**config.mk**
```make
export PLATFORM = sky130hd
export DESIGN_NAME = green_mask_builder_flat
export DESIGN_NICKNAME = d
export VERILOG_FILES = /design/src/rtl/nn_pkg.sv /design/src/rtl/green_mask_builder_if.sv /design/src/rtl/green_range_check.sv /design/src/rtl/green_mask_builder.sv /design/src/flat_wrapper.sv
export SDC_FILE = /design/constraint.sdc
export NUM_CORES = 1
export LEC_CHECK = 0
export BUFFER_PORTS_ARGS = -buffer_cell sky130_fd_sc_hd__buf_4
export CORE_MARGIN = 8
export CORE_UTILIZATION = 40
export DETAILED_ROUTE_END_ITERATION = 7
export GPL_ROUTABILITY_DRIVEN = 0
export GPL_TIMING_DRIVEN = 0
export HOLD_SLACK_MARGIN = 0.02
export MAX_ROUTING_LAYER = met4
export SLEW_MARGIN = 20
export SYNTH_ARGS = -nofsm -noshare
export SYNTH_HDL_FRONTEND = slang
export SYNTH_SLANG_ARGS = --single-unit
```
**constraint.sdc**
```tcl
create_clock -name slow_clk -period 23.8 [get_ports slow_clk]
set_input_delay 2.38 -clock slow_clk [delete_from_list [all_inputs] [get_ports slow_clk]]
set_output_delay 2.38 -clock slow_clk [all_outputs]
set_load 0.01 [all_outputs]
```
**src/rtl/nn_pkg.sv**
```systemverilog
// Shared geometry, thresholds and types for the green-mask scan
// and the classifier that consumes its mask.
package nn_pkg;

  localparam int HEIGHT_DEF = 20;
  localparam int WIDTH_DEF  = 30;
  localparam int DEPTH_DEF  = 3;
  localparam int N_DEF      = HEIGHT_DEF * WIDTH_DEF * DEPTH_DEF;
  localparam int ADDR_W_DEF = 11;

  localparam logic [7:0] LOWER_0_DEF = 8'd18;
  localparam logic [7:0] LOWER_1_DEF = 8'd25;
  localparam logic [7:0] LOWER_2_DEF = 8'd25;
  localparam logic [7:0] UPPER_0_DEF = 8'd43;
  localparam logic [7:0] UPPER_1_DEF = 8'd255;
  localparam logic [7:0] UPPER_2_DEF = 8'd255;

  typedef enum logic [1:0] {
    IDLE,
    SCAN,
    DRAIN
  } state_t;

  typedef logic [HEIGHT_DEF-1:0][WIDTH_DEF-1:0] mask_t;

endpackage

```
**src/rtl/green_mask_builder_if.sv**
```systemverilog
// Scan control, buffer read port and mask result bundle.
// master is the mask builder, slave is its environment.
interface green_mask_builder_if
  import nn_pkg::*;
#(
  parameter int HEIGHT = HEIGHT_DEF,
  parameter int WIDTH  = WIDTH_DEF,
  parameter int ADDR_W = ADDR_W_DEF
) ();

  localparam int GW = $clog2(HEIGHT * WIDTH + 1);

  logic                         start;
  logic [ADDR_W-1:0]            rd_addr;
  logic [7:0]                   rd_data;
  logic                         busy;
  logic                         done;
  logic [HEIGHT-1:0][WIDTH-1:0] mask;
  logic                         mask_valid;
  logic [GW-1:0]                green_count;

  modport master (
    input  start,
    input  rd_data,
    output rd_addr,
    output busy,
    output done,
    output mask,
    output mask_valid,
    output green_count
  );

  modport slave (
    output start,
    output rd_data,
    input  rd_addr,
    input  busy,
    input  done,
    input  mask,
    input  mask_valid,
    input  green_count
  );

endinterface

```
**src/rtl/green_range_check.sv**
```systemverilog
// Inclusive unsigned bounds check of one byte against the
// limits of the channel it belongs to.
module green_range_check
  import nn_pkg::*;
#(
  parameter logic [7:0] LOWER_0 = LOWER_0_DEF,
  parameter logic [7:0] LOWER_1 = LOWER_1_DEF,
  parameter logic [7:0] LOWER_2 = LOWER_2_DEF,
  parameter logic [7:0] UPPER_0 = UPPER_0_DEF,
  parameter logic [7:0] UPPER_1 = UPPER_1_DEF,
  parameter logic [7:0] UPPER_2 = UPPER_2_DEF
) (
  input  logic [7:0] px,
  input  logic [1:0] ch,
  output logic       in_range
);

  logic [7:0] lo;
  logic [7:0] hi;

  // Pick the bound pair; an unused channel code never matches.
  always_comb begin
    lo = 8'hff;
    hi = 8'h00;
    unique case (1'b1)
      (ch == 2'd0): begin lo = LOWER_0; hi = UPPER_0; end
      (ch == 2'd1): begin lo = LOWER_1; hi = UPPER_1; end
      (ch == 2'd2): begin lo = LOWER_2; hi = UPPER_2; end
      default: ;
    endcase
  end

  assign in_range = (px >= lo) && (px <= hi);

endmodule

```
**src/rtl/green_mask_builder.sv**
```systemverilog
// Scans the capture buffer once per start and builds the
// thresholded green mask plus its population count.
module green_mask_builder
  import nn_pkg::*;
#(
  parameter int         HEIGHT  = HEIGHT_DEF,
  parameter int         WIDTH   = WIDTH_DEF,
  parameter int         DEPTH   = DEPTH_DEF,
  parameter int         ADDR_W  = ADDR_W_DEF,
  parameter logic [7:0] LOWER_0 = LOWER_0_DEF,
  parameter logic [7:0] LOWER_1 = LOWER_1_DEF,
  parameter logic [7:0] LOWER_2 = LOWER_2_DEF,
  parameter logic [7:0] UPPER_0 = UPPER_0_DEF,
  parameter logic [7:0] UPPER_1 = UPPER_1_DEF,
  parameter logic [7:0] UPPER_2 = UPPER_2_DEF
) (
  input logic                  slow_clk,
  input logic                  dbnc_rst,
  green_mask_builder_if.master bus
);

  localparam int N  = HEIGHT * WIDTH * DEPTH;
  localparam int CW = $clog2(WIDTH);
  localparam int RW = $clog2(HEIGHT);
  localparam int GW = $clog2(HEIGHT * WIDTH + 1);

  state_t                       state;
  logic [ADDR_W-1:0]            rd_addr;
  logic                         busy;
  logic                         done;
  logic [HEIGHT-1:0][WIDTH-1:0] mask;
  logic                         mask_valid;
  logic [GW-1:0]                cnt;

  // addr_vld: rd_addr carries an issued address this cycle.
  // data_vld: rd_data carries the byte for last cycle's address.
  logic       addr_vld;
  logic       data_vld;
  logic [1:0] ch;
  logic [CW-1:0] col;
  logic [RW-1:0] row;
  logic       acc;
  logic       in_rng;
  logic       flag;
  logic       px_end;
  logic       last_px;

  green_range_check #(
    .LOWER_0(LOWER_0), .LOWER_1(LOWER_1), .LOWER_2(LOWER_2),
    .UPPER_0(UPPER_0), .UPPER_1(UPPER_1), .UPPER_2(UPPER_2)
  ) u_chk (
    .px      (bus.rd_data),
    .ch      (ch),
    .in_range(in_rng)
  );

  assign flag    = acc & in_rng;
  assign px_end  = (ch == 2'(DEPTH - 1));
  assign last_px = px_end
                && (row == RW'(HEIGHT - 1))
                && (col == CW'(WIDTH - 1));

  // Issue FSM plus the one-deep consume pipeline behind it.
  always_ff @(posedge slow_clk or posedge dbnc_rst) begin
    if (dbnc_rst) begin
      state      <= IDLE;
      rd_addr    <= '0;
      busy       <= 1'b0;
      done       <= 1'b0;
      mask       <= '0;
      mask_valid <= 1'b0;
      cnt        <= '0;
      addr_vld   <= 1'b0;
      data_vld   <= 1'b0;
      ch         <= '0;
      col        <= '0;
      row        <= '0;
      acc        <= 1'b1;
    end else begin
      done     <= 1'b0;
      data_vld <= addr_vld;
      unique case (state)
        IDLE: begin
          if (bus.start) begin
            state      <= SCAN;
            rd_addr    <= '0;
            addr_vld   <= 1'b1;
            busy       <= 1'b1;
            mask       <= '0;
            mask_valid <= 1'b0;
            cnt        <= '0;
            ch         <= '0;
            col        <= '0;
            row        <= '0;
            acc        <= 1'b1;
          end
        end
        SCAN: begin
          rd_addr <= rd_addr + ADDR_W'(1);
          if (rd_addr == ADDR_W'(N - 2)) state <= DRAIN;
        end
        DRAIN: addr_vld <= 1'b0;
        default: state <= IDLE;
      endcase
      if (data_vld) begin
        if (px_end) begin
          mask[row][col] <= flag;
          if (flag) cnt <= cnt + GW'(1);
          acc <= 1'b1;
          ch  <= '0;
          if (col == CW'(WIDTH - 1)) begin
            col <= '0;
            row <= row + RW'(1);
          end else begin
            col <= col + CW'(1);
          end
        end else begin
          acc <= flag;
          ch  <= ch + 2'd1;
        end
        if (last_px) begin
          state      <= IDLE;
          rd_addr    <= '0;
          busy       <= 1'b0;
          done       <= 1'b1;
          mask_valid <= 1'b1;
        end
      end
    end
  end

  assign bus.rd_addr     = rd_addr;
  assign bus.busy        = busy;
  assign bus.done        = done;
  assign bus.mask        = mask;
  assign bus.mask_valid  = mask_valid;
  assign bus.green_count = cnt;

endmodule

```
**src/flat_wrapper.sv**
```systemverilog
// flat-port wrapper written by rule: the top's interface ports become plain ports
module green_mask_builder_flat import nn_pkg::*;
#(
  parameter int         HEIGHT  = HEIGHT_DEF,
  parameter int         WIDTH   = WIDTH_DEF,
  parameter int         DEPTH   = DEPTH_DEF,
  parameter int         ADDR_W  = ADDR_W_DEF,
  parameter logic [7:0] LOWER_0 = LOWER_0_DEF,
  parameter logic [7:0] LOWER_1 = LOWER_1_DEF,
  parameter logic [7:0] LOWER_2 = LOWER_2_DEF,
  parameter logic [7:0] UPPER_0 = UPPER_0_DEF,
  parameter logic [7:0] UPPER_1 = UPPER_1_DEF,
  parameter logic [7:0] UPPER_2 = UPPER_2_DEF
)
  (slow_clk, dbnc_rst, bus_start, bus_rd_data, bus_rd_addr, bus_busy, bus_done, bus_mask, bus_mask_valid, bus_green_count);
  green_mask_builder_if #(.HEIGHT(HEIGHT), .WIDTH(WIDTH), .ADDR_W(ADDR_W)) bus_i ();
  input logic slow_clk;
  input logic dbnc_rst;
  input wire logic [$bits(bus_i.start)-1:0] bus_start;
  input wire logic [$bits(bus_i.rd_data)-1:0] bus_rd_data;
  output wire logic [$bits(bus_i.rd_addr)-1:0] bus_rd_addr;
  output wire logic [$bits(bus_i.busy)-1:0] bus_busy;
  output wire logic [$bits(bus_i.done)-1:0] bus_done;
  output wire logic [$bits(bus_i.mask)-1:0] bus_mask;
  output wire logic [$bits(bus_i.mask_valid)-1:0] bus_mask_valid;
  output wire logic [$bits(bus_i.green_count)-1:0] bus_green_count;
  assign bus_i.start = bus_start;
  assign bus_i.rd_data = bus_rd_data;
  assign bus_rd_addr = bus_i.rd_addr;
  assign bus_busy = bus_i.busy;
  assign bus_done = bus_i.done;
  assign bus_mask = bus_i.mask;
  assign bus_mask_valid = bus_i.mask_valid;
  assign bus_green_count = bus_i.green_count;
  green_mask_builder #(.HEIGHT(HEIGHT), .WIDTH(WIDTH), .DEPTH(DEPTH), .ADDR_W(ADDR_W), .LOWER_0(LOWER_0), .LOWER_1(LOWER_1), .LOWER_2(LOWER_2), .UPPER_0(UPPER_0), .UPPER_1(UPPER_1), .UPPER_2(UPPER_2)) u_core (.slow_clk(slow_clk), .dbnc_rst(dbnc_rst), .bus(bus_i));
endmodule
```
==> results of run 1 <==
[power by group]
group | leakage, nW | switching, mW | internal (mW) | total (mW)
Combinational | 6.87 | 0.627 | 0.186 | 0.813
Sequential | 8.91 | 0.0308 | 1.12 | 1.15
Clock | 1.20 | 0.468 | 0.707 | 1.18
Total | 17.0 | 1.13 | 2.01 | 3.14
[synthesized netlist by cell type, types with 2 or more instances]
cell type	count	area, um2
o21ai_0	9	45.0
nor2_1	40	150
and2_1	2	12.5
buf_2	29	145
a31oi_1	2	12.5
buf_1	8	30.0
nor4_1	3	18.8
a21oi_1	10	50.1
xor2_1	6	52.6
buf_6	33	372
nand3b_1	3	22.5
nor3_1	7	35.0
a21o_1	4	30.0
nand4_1	8	50.1
o31ai_1	303	2270
and3_1	8	50.1
nor2b_1	14	87.6
clkbuf_1	319	1200
dfrtp_1	640	16000
o211ai_1	601	4510
nand3_1	23	115
a221o_1	6	60.1
nand2_1	64	240
inv_1	18	67.6
nor2_2	3	18.8
o21ai_1	2	10.0
mux2i_1	2	20.0
ha_1	31	388
o31ai_2	300	3750
xnor2_1	3	26.3
nor3b_1	3	22.5
[worst max path at each step]
| stage | end | depth (start not counted) | start | slack, ns |
|---|---|---|---|---|
| 6_report | u_core.bus.mask[13] | 9 | bus_rd_data[1] | 19.17 |
| 5_1_grt | u_core.bus.mask[13] | 9 | bus_rd_data[1] | 19.07 |
| 4_1_cts | u_core.bus.mask[13] | 9 | bus_rd_data[1] | 19.20 |
| 3_5_place_dp | u_core.bus.mask[10] | 9 | bus_rd_data[1] | 18.58 |
| 3_3_place_gp | u_core.bus.mask[96] | 2 | dbnc_rst | -3.33 |
| 2_1_floorplan | u_core.addr_vld | 1 | dbnc_rst | 3.46 |
[through the flow]
step,setup TNS [ns],utilization
after global placement,-2062.23,0.484
after global routing,0,0.519
after CTS,0,0.519
after floorplan,0,-
after detailed placement,0,0.486
final,0,0.519
[kinds of logic (layout without fill, tap and decap cells)]
family,count (synthesis),count (layout),synth area share
mux,3,3,0.00104
compound gates,1248,1248,0.361
xor+xnor,9,9,0.00262
flops,641,641,0.534
fa+ha+maj,31,31,0.0129
buf+inv,407,1169,0.0603
simple gates,183,183,0.0288
other cells,0,1,0
[flip-flops by register name (all words and copies together), names as in the netlist]
| name | flops |
|---|---|
| u_core.bus.green_count | 10 |
| u_core.ch | 2 |
| u_core.acc | 1 |
| u_core.row | 5 |
| u_core.state | 2 |
| u_core.data_vld | 1 |
| u_core.bus.rd_addr | 11 |
| u_core.bus.busy | 1 |
| u_core.bus.done | 1 |
| u_core.addr_vld | 1 |
| u_core.col | 5 |
| u_core.bus.mask | 600 |
| u_core.bus.mask_valid | 1 |
[layer usage]
metal	wire length, um	GRT usage	share of wire
met4	8590	0.171	0.064
met3	11700	0.0751	0.087
met5	0	-	0
met1	53800	0.394	0.40
met2	59200	0.460	0.44
[area by class of cell]
| type | instances | share of cell area |
|---|---|---|
| sequential | 641 | 0.415 |
| tap | 969 | 0.0314 |
| clock buffer | 107 | 0.0564 |
| multi-input combinational | 1474 | 0.316 |
| antenna | 1 | 0.0000647 |
| buffer | 389 | 0.0452 |
| inverter | 18 | 0.00194 |
| clock inverter | 15 | 0.00673 |
| timing repair buffer | 640 | 0.127 |
==> flow_metrics.env, run 1 <==
export IMPL_status="complete, no violations"
export IMPL_hpwlAfterDp_um=101000
export IMPL_cts_root_buf="clkbuf_16"
export IMPL_ys_types=49
export IMPL_multiInputGateArea_um2=12200
export IMPL_clock_latency_ns=0.61
export IMPL_crit_buf_inv=3
export IMPL_worst_hold_slack_ns=0.492
export IMPL_ys_warn_count=0
export IMPL_grt_pass1_vias=27000
export IMPL_antenna_found_initial=0
export IMPL_syn_instance_count=2522
export IMPL_grt_start_max_net_pins=107
export IMPL_core_um2=74400
export IMPL_fin_crit_sh=0.195
export IMPL_post_cts_resized=0
export IMPL_max_vdd_ir_drop_v=0.0000444
export IMPL_layout_commonest_cell="dfrtp_1"
export IMPL_clockBufferDepth=3
export IMPL_htree_levels=3
export IMPL_finClkSkew_ns=0.0198
export IMPL_max_slew_margin=0.289
export IMPL_max_cap_viol_count=0
export IMPL_setup_viol=0
export IMPL_initial_core_util=0.404
export IMPL_pre_cts_slack_ns=18.58
export IMPL_fmax_mhz=216
export IMPL_min_delay_start="u_core.bus.mask_valid"
export IMPL_power_mw=3.14
export IMPL_routed_via_count=27100
export IMPL_grt_overflow_total=0
export IMPL_slowest_delay_ns=0.68
export IMPL_ff2ff_setup_slack_ns=20.24
export IMPL_rows=100
export IMPL_hold_end="u_core.bus.mask_valid"
export IMPL_avgViaCountPerCell=6.38
export IMPL_synth_area_per_cell_um2=11.9
export IMPL_synth_enable_flop_cells=0
export IMPL_start_kind="input pin"
export IMPL_clk_pin_slew_ns=0.06
export IMPL_stdcell_area_um2=38700
export IMPL_dp_cells=4131
export IMPL_period_needed_ns=4.63
export IMPL_slowest_stage="clkbuf_1"
export IMPL_mappedNetlistNets=2564
export IMPL_hold_class="flip-flop to flip-flop"
export IMPL_finalMaxSlewViolations=0
export IMPL_required_ns=24.24
export IMPL_critPathTopFamily="buffers and inverters"
export IMPL_die_y_um=290
export IMPL_mostFrequentLayoutCells="dfrtp_1, buf_4, o211ai_1"
export IMPL_r2r_start="u_core.ch[0]"
export IMPL_place_area_um2=36200
export IMPL_cts_buffers=74
export IMPL_endpoint_kind="flip-flop"
export IMPL_ys_flop_type="dfrtp_1"
export IMPL_cp_max_fo=11
export IMPL_synth_seq_area_share=0.534
export IMPL_final_antenna_net_count=0
export IMPL_grt_total_usage=0.312
export IMPL_io_pin_count=635
export IMPL_powerDensity_nw_per_um2=81.1
export IMPL_rsz0062_at_grt="no"
export IMPL_hold_violations=0
export IMPL_num_fill_cells=6516
export IMPL_crit_chain="buf_4 > ha_1 > nor2b_1 > o211ai_1 > a31oi_1 > o221ai_2 > buf_2 > clkbuf_1 > o31ai_1"
export IMPL_io_buffers=634
export IMPL_worstPathArrival_ns=5.07
export IMPL_avgRoutedWirePerCell_um=31.3
export IMPL_die_area_um2=84200
export IMPL_drive_above_1_share=0.341
export IMPL_crit_type="input pin to flip-flop"
export IMPL_tightest_slew_ns=1.07
export IMPL_hold_depth=1
export IMPL_syn_area_um2=30100
export IMPL_clock_sinks=641
export IMPL_dieWidth_um=290
export IMPL_first_pass_iters=6
export IMPL_ctsHoldBuffers=0
export IMPL_rr_endpoint="u_core.bus.mask[13]"
export IMPL_synth_async_reset_ratio=1.00
export IMPL_drcViolationCount=0
export IMPL_wl_um=133000
export IMPL_r2r_cells=11
export IMPL_leakage_nw=17.0
export IMPL_stdcell_count=4254
export IMPL_grt_pass1_wl_um=194000
export IMPL_cts_setup_buffers=0
export IMPL_final_setup_worst_slack_ns=19.17
export IMPL_drt_iter0_drc=2687
export IMPL_area_growth_pct=28.6
export IMPL_postSynthRegisterBits=641
export IMPL_tritoncts="built"
export IMPL_seqCellArea_um2=16000
export IMPL_nets=3280
Note: power is estimated with default switching activity, not from simulation.
==> inputs of run 2 (changes only) <==
==> constraint.sdc (replaced) <==
create_clock -name slow_clk -period 3.8 [get_ports slow_clk]
set_input_delay 0.38 -clock slow_clk [delete_from_list [all_inputs] [get_ports slow_clk]]
set_output_delay 0.38 -clock slow_clk [all_outputs]
set_load 0.01 [all_outputs]
==> run 2 against run 1 <==
  * Routed wire length grew 0.72%
  * Combinational power grew to 6.3 times the previous value
  * Clock skew shrank 0.0010 ns
  * Non-clock buffer count grew 20
  * Final cell count grew 0.63%
  * Critical endpoint is now u_core.bus.mask[16]
  * Power grew to 6.3 times the previous value
  * First-iteration DRC count shrank 1.3%
  * Worst setup slack lost 19 ns
==> flow_metrics.env, run 2 (synthesis gave the netlist of run 1 again) <==
export IMPL_switching_power_mw=7.09
export IMPL_period_needed_ns=3.52
export IMPL_power_mw=19.6
export IMPL_leakage_nw=17.2
export IMPL_multiInputGateArea_um2=12200
export IMPL_clkPwrFrac=0.372
export IMPL_grt_start_max_net_pins=36
export IMPL_p_seq_frac=0.366
export IMPL_mostFrequentLayoutCells="dfrtp_1, buf_4, o211ai_1"
export IMPL_clockBufferDepth=3
export IMPL_grt_pass1_wl_um=196000
export IMPL_area_growth_pct=29.8
export IMPL_clock_latency_ns=0.62
export IMPL_clk_pin_slew_ns=0.06
export IMPL_max_slew_margin=0.317
export IMPL_cts_setup_buffers=0
export IMPL_endpoint_kind="flip-flop"
export IMPL_pwr_share_comb=0.261
export IMPL_nets=3299
export IMPL_htree_levels=3
export IMPL_final_antenna_net_count=0
export IMPL_fmax_mhz=284
export IMPL_hpwlAfterDp_um=103000
export IMPL_cp_max_fo=10
export IMPL_worst_hold_slack_ns=0.355
export IMPL_post_cts_resized=0
export IMPL_fin_util=0.524
export IMPL_ctsHoldBuffers=2
export IMPL_diodes=0
export IMPL_p_int_mw=12.6
export IMPL_avgViaCountPerCell=6.42
export IMPL_antenna_found_initial=0
export IMPL_status="complete, no violations"
export IMPL_seqCellArea_um2=16000
export IMPL_worstPathArrival_ns=3.99
export IMPL_p_sw_frac=0.361
export IMPL_drive_above_1_share=0.345
export IMPL_io_buffers=634
export IMPL_clock_sinks=641
export IMPL_top_register="u_core.bus.mask"
export IMPL_core_um2=74400
export IMPL_rows=100
export IMPL_io_pin_count=635
export IMPL_largest_register_ffs=600
export IMPL_setup_viol=0
export IMPL_cts_buffers=73
export IMPL_hold_violations=0
export IMPL_routed_via_count=27500
export IMPL_finalMaxSlewViolations=0
export IMPL_tritoncts="built"
export IMPL_drcViolationCount=0
export IMPL_required_ns=4.27
export IMPL_layout_commonest_cell="dfrtp_1"
export IMPL_drt_iter0_drc=2652
export IMPL_hold_class="input pin to async pin"
export IMPL_grt_total_usage=0.315
export IMPL_die_y_um=290
export IMPL_initial_core_util=0.404
export IMPL_cts_root_buf="clkbuf_16"
export IMPL_max_cap_viol_count=0
export IMPL_grt_overflow_total=0
export IMPL_fin_crit_sh=0.927
export IMPL_die_area_um2=84200
export IMPL_first_pass_iters=6
export IMPL_dieWidth_um=290
export IMPL_finClkSkew_ns=0.0187
export IMPL_max_vdd_ir_drop_v=0.000431
export IMPL_avgRoutedWirePerCell_um=31.4
export IMPL_num_fill_cells=6478
export IMPL_tightest_slew_ns=1.02
export IMPL_start_kind="flip-flop"
export IMPL_rsz0062_at_grt="no"
export IMPL_powerDensity_nw_per_um2=504
export IMPL_grt_pass1_vias=27200
export IMPL_wl_um=134000
export IMPL_crit_type="flip-flop to flip-flop"
## run 2: metrics by stage
step	area, um2	setup slack, ns	TNS, ns	instances
floorplan	30100	-5.34	-3417.84	2522
global placement	36000	-8.95	-5652.81	4125
detailed placement	36600	0.310	0	4149
CTS	39000	0.290	0	4281
global route	39000	0.0687	0	4281
finish	39000	0.278	0	4281
## run 2: critical path, cell delays in order (launching register included)
cell and delay [ns]:
dfrtp_1 0.39, ha_1 0.29, inv_1 0.16, ha_1 0.32, and3_1 0.19, o21ai_1 0.11
a31oi_1 0.12, o221ai_2 0.47, buf_2 0.52, clkbuf_1 0.61, o31ai_1 0.18
## run 2: metal layers
| metal | track usage | wire, um |
|---|---|---|
| met1 | 0.402 | 54400 |
| met2 | 0.467 | 59900 |
| met3 | 0.0755 | 11700 |
| met4 | 0.160 | 8260 |
| met5 | - | 0 |
## run 2: layout make-up
cell class	count	share of cell area
tap	969	0.0311
timing repair buffer	660	0.136
clock buffer	111	0.0568
inverter	18	0.00183
buffer	389	0.0447
sequential	641	0.411
clock inverter	19	0.00590
multi-input combinational	1474	0.313
## run 2: worst paths after layout
path,cells after the start,slack (ns),start,end
min in group slow_clk,0,0.45,u_core.addr_vld,u_core.data_vld
max in group asynchronous,10,1.57,dbnc_rst,u_core.bus.mask[125]
setup reg to reg,10,0.28,u_core.ch[1],u_core.bus.mask[16]
hold reg to reg,0,0.45,u_core.addr_vld,u_core.data_vld
hold / removal,3,0.35,dbnc_rst,u_core.bus.mask[554]
setup / recovery,10,0.28,u_core.ch[1],u_core.bus.mask[16]
## run 2: power by group through the flow
stage / clock, mW / combinational (mW) / sequential [mW]
detailed placement: 0 / 4.99 / 7.31
CTS: 7.39 / 5.00 / 7.19
floorplan: 0 / 3.13 / 7.32
finish: 7.32 / 5.13 / 7.20
global route: 7.66 / 5.41 / 7.22
global placement: 0 / 4.77 / 7.32
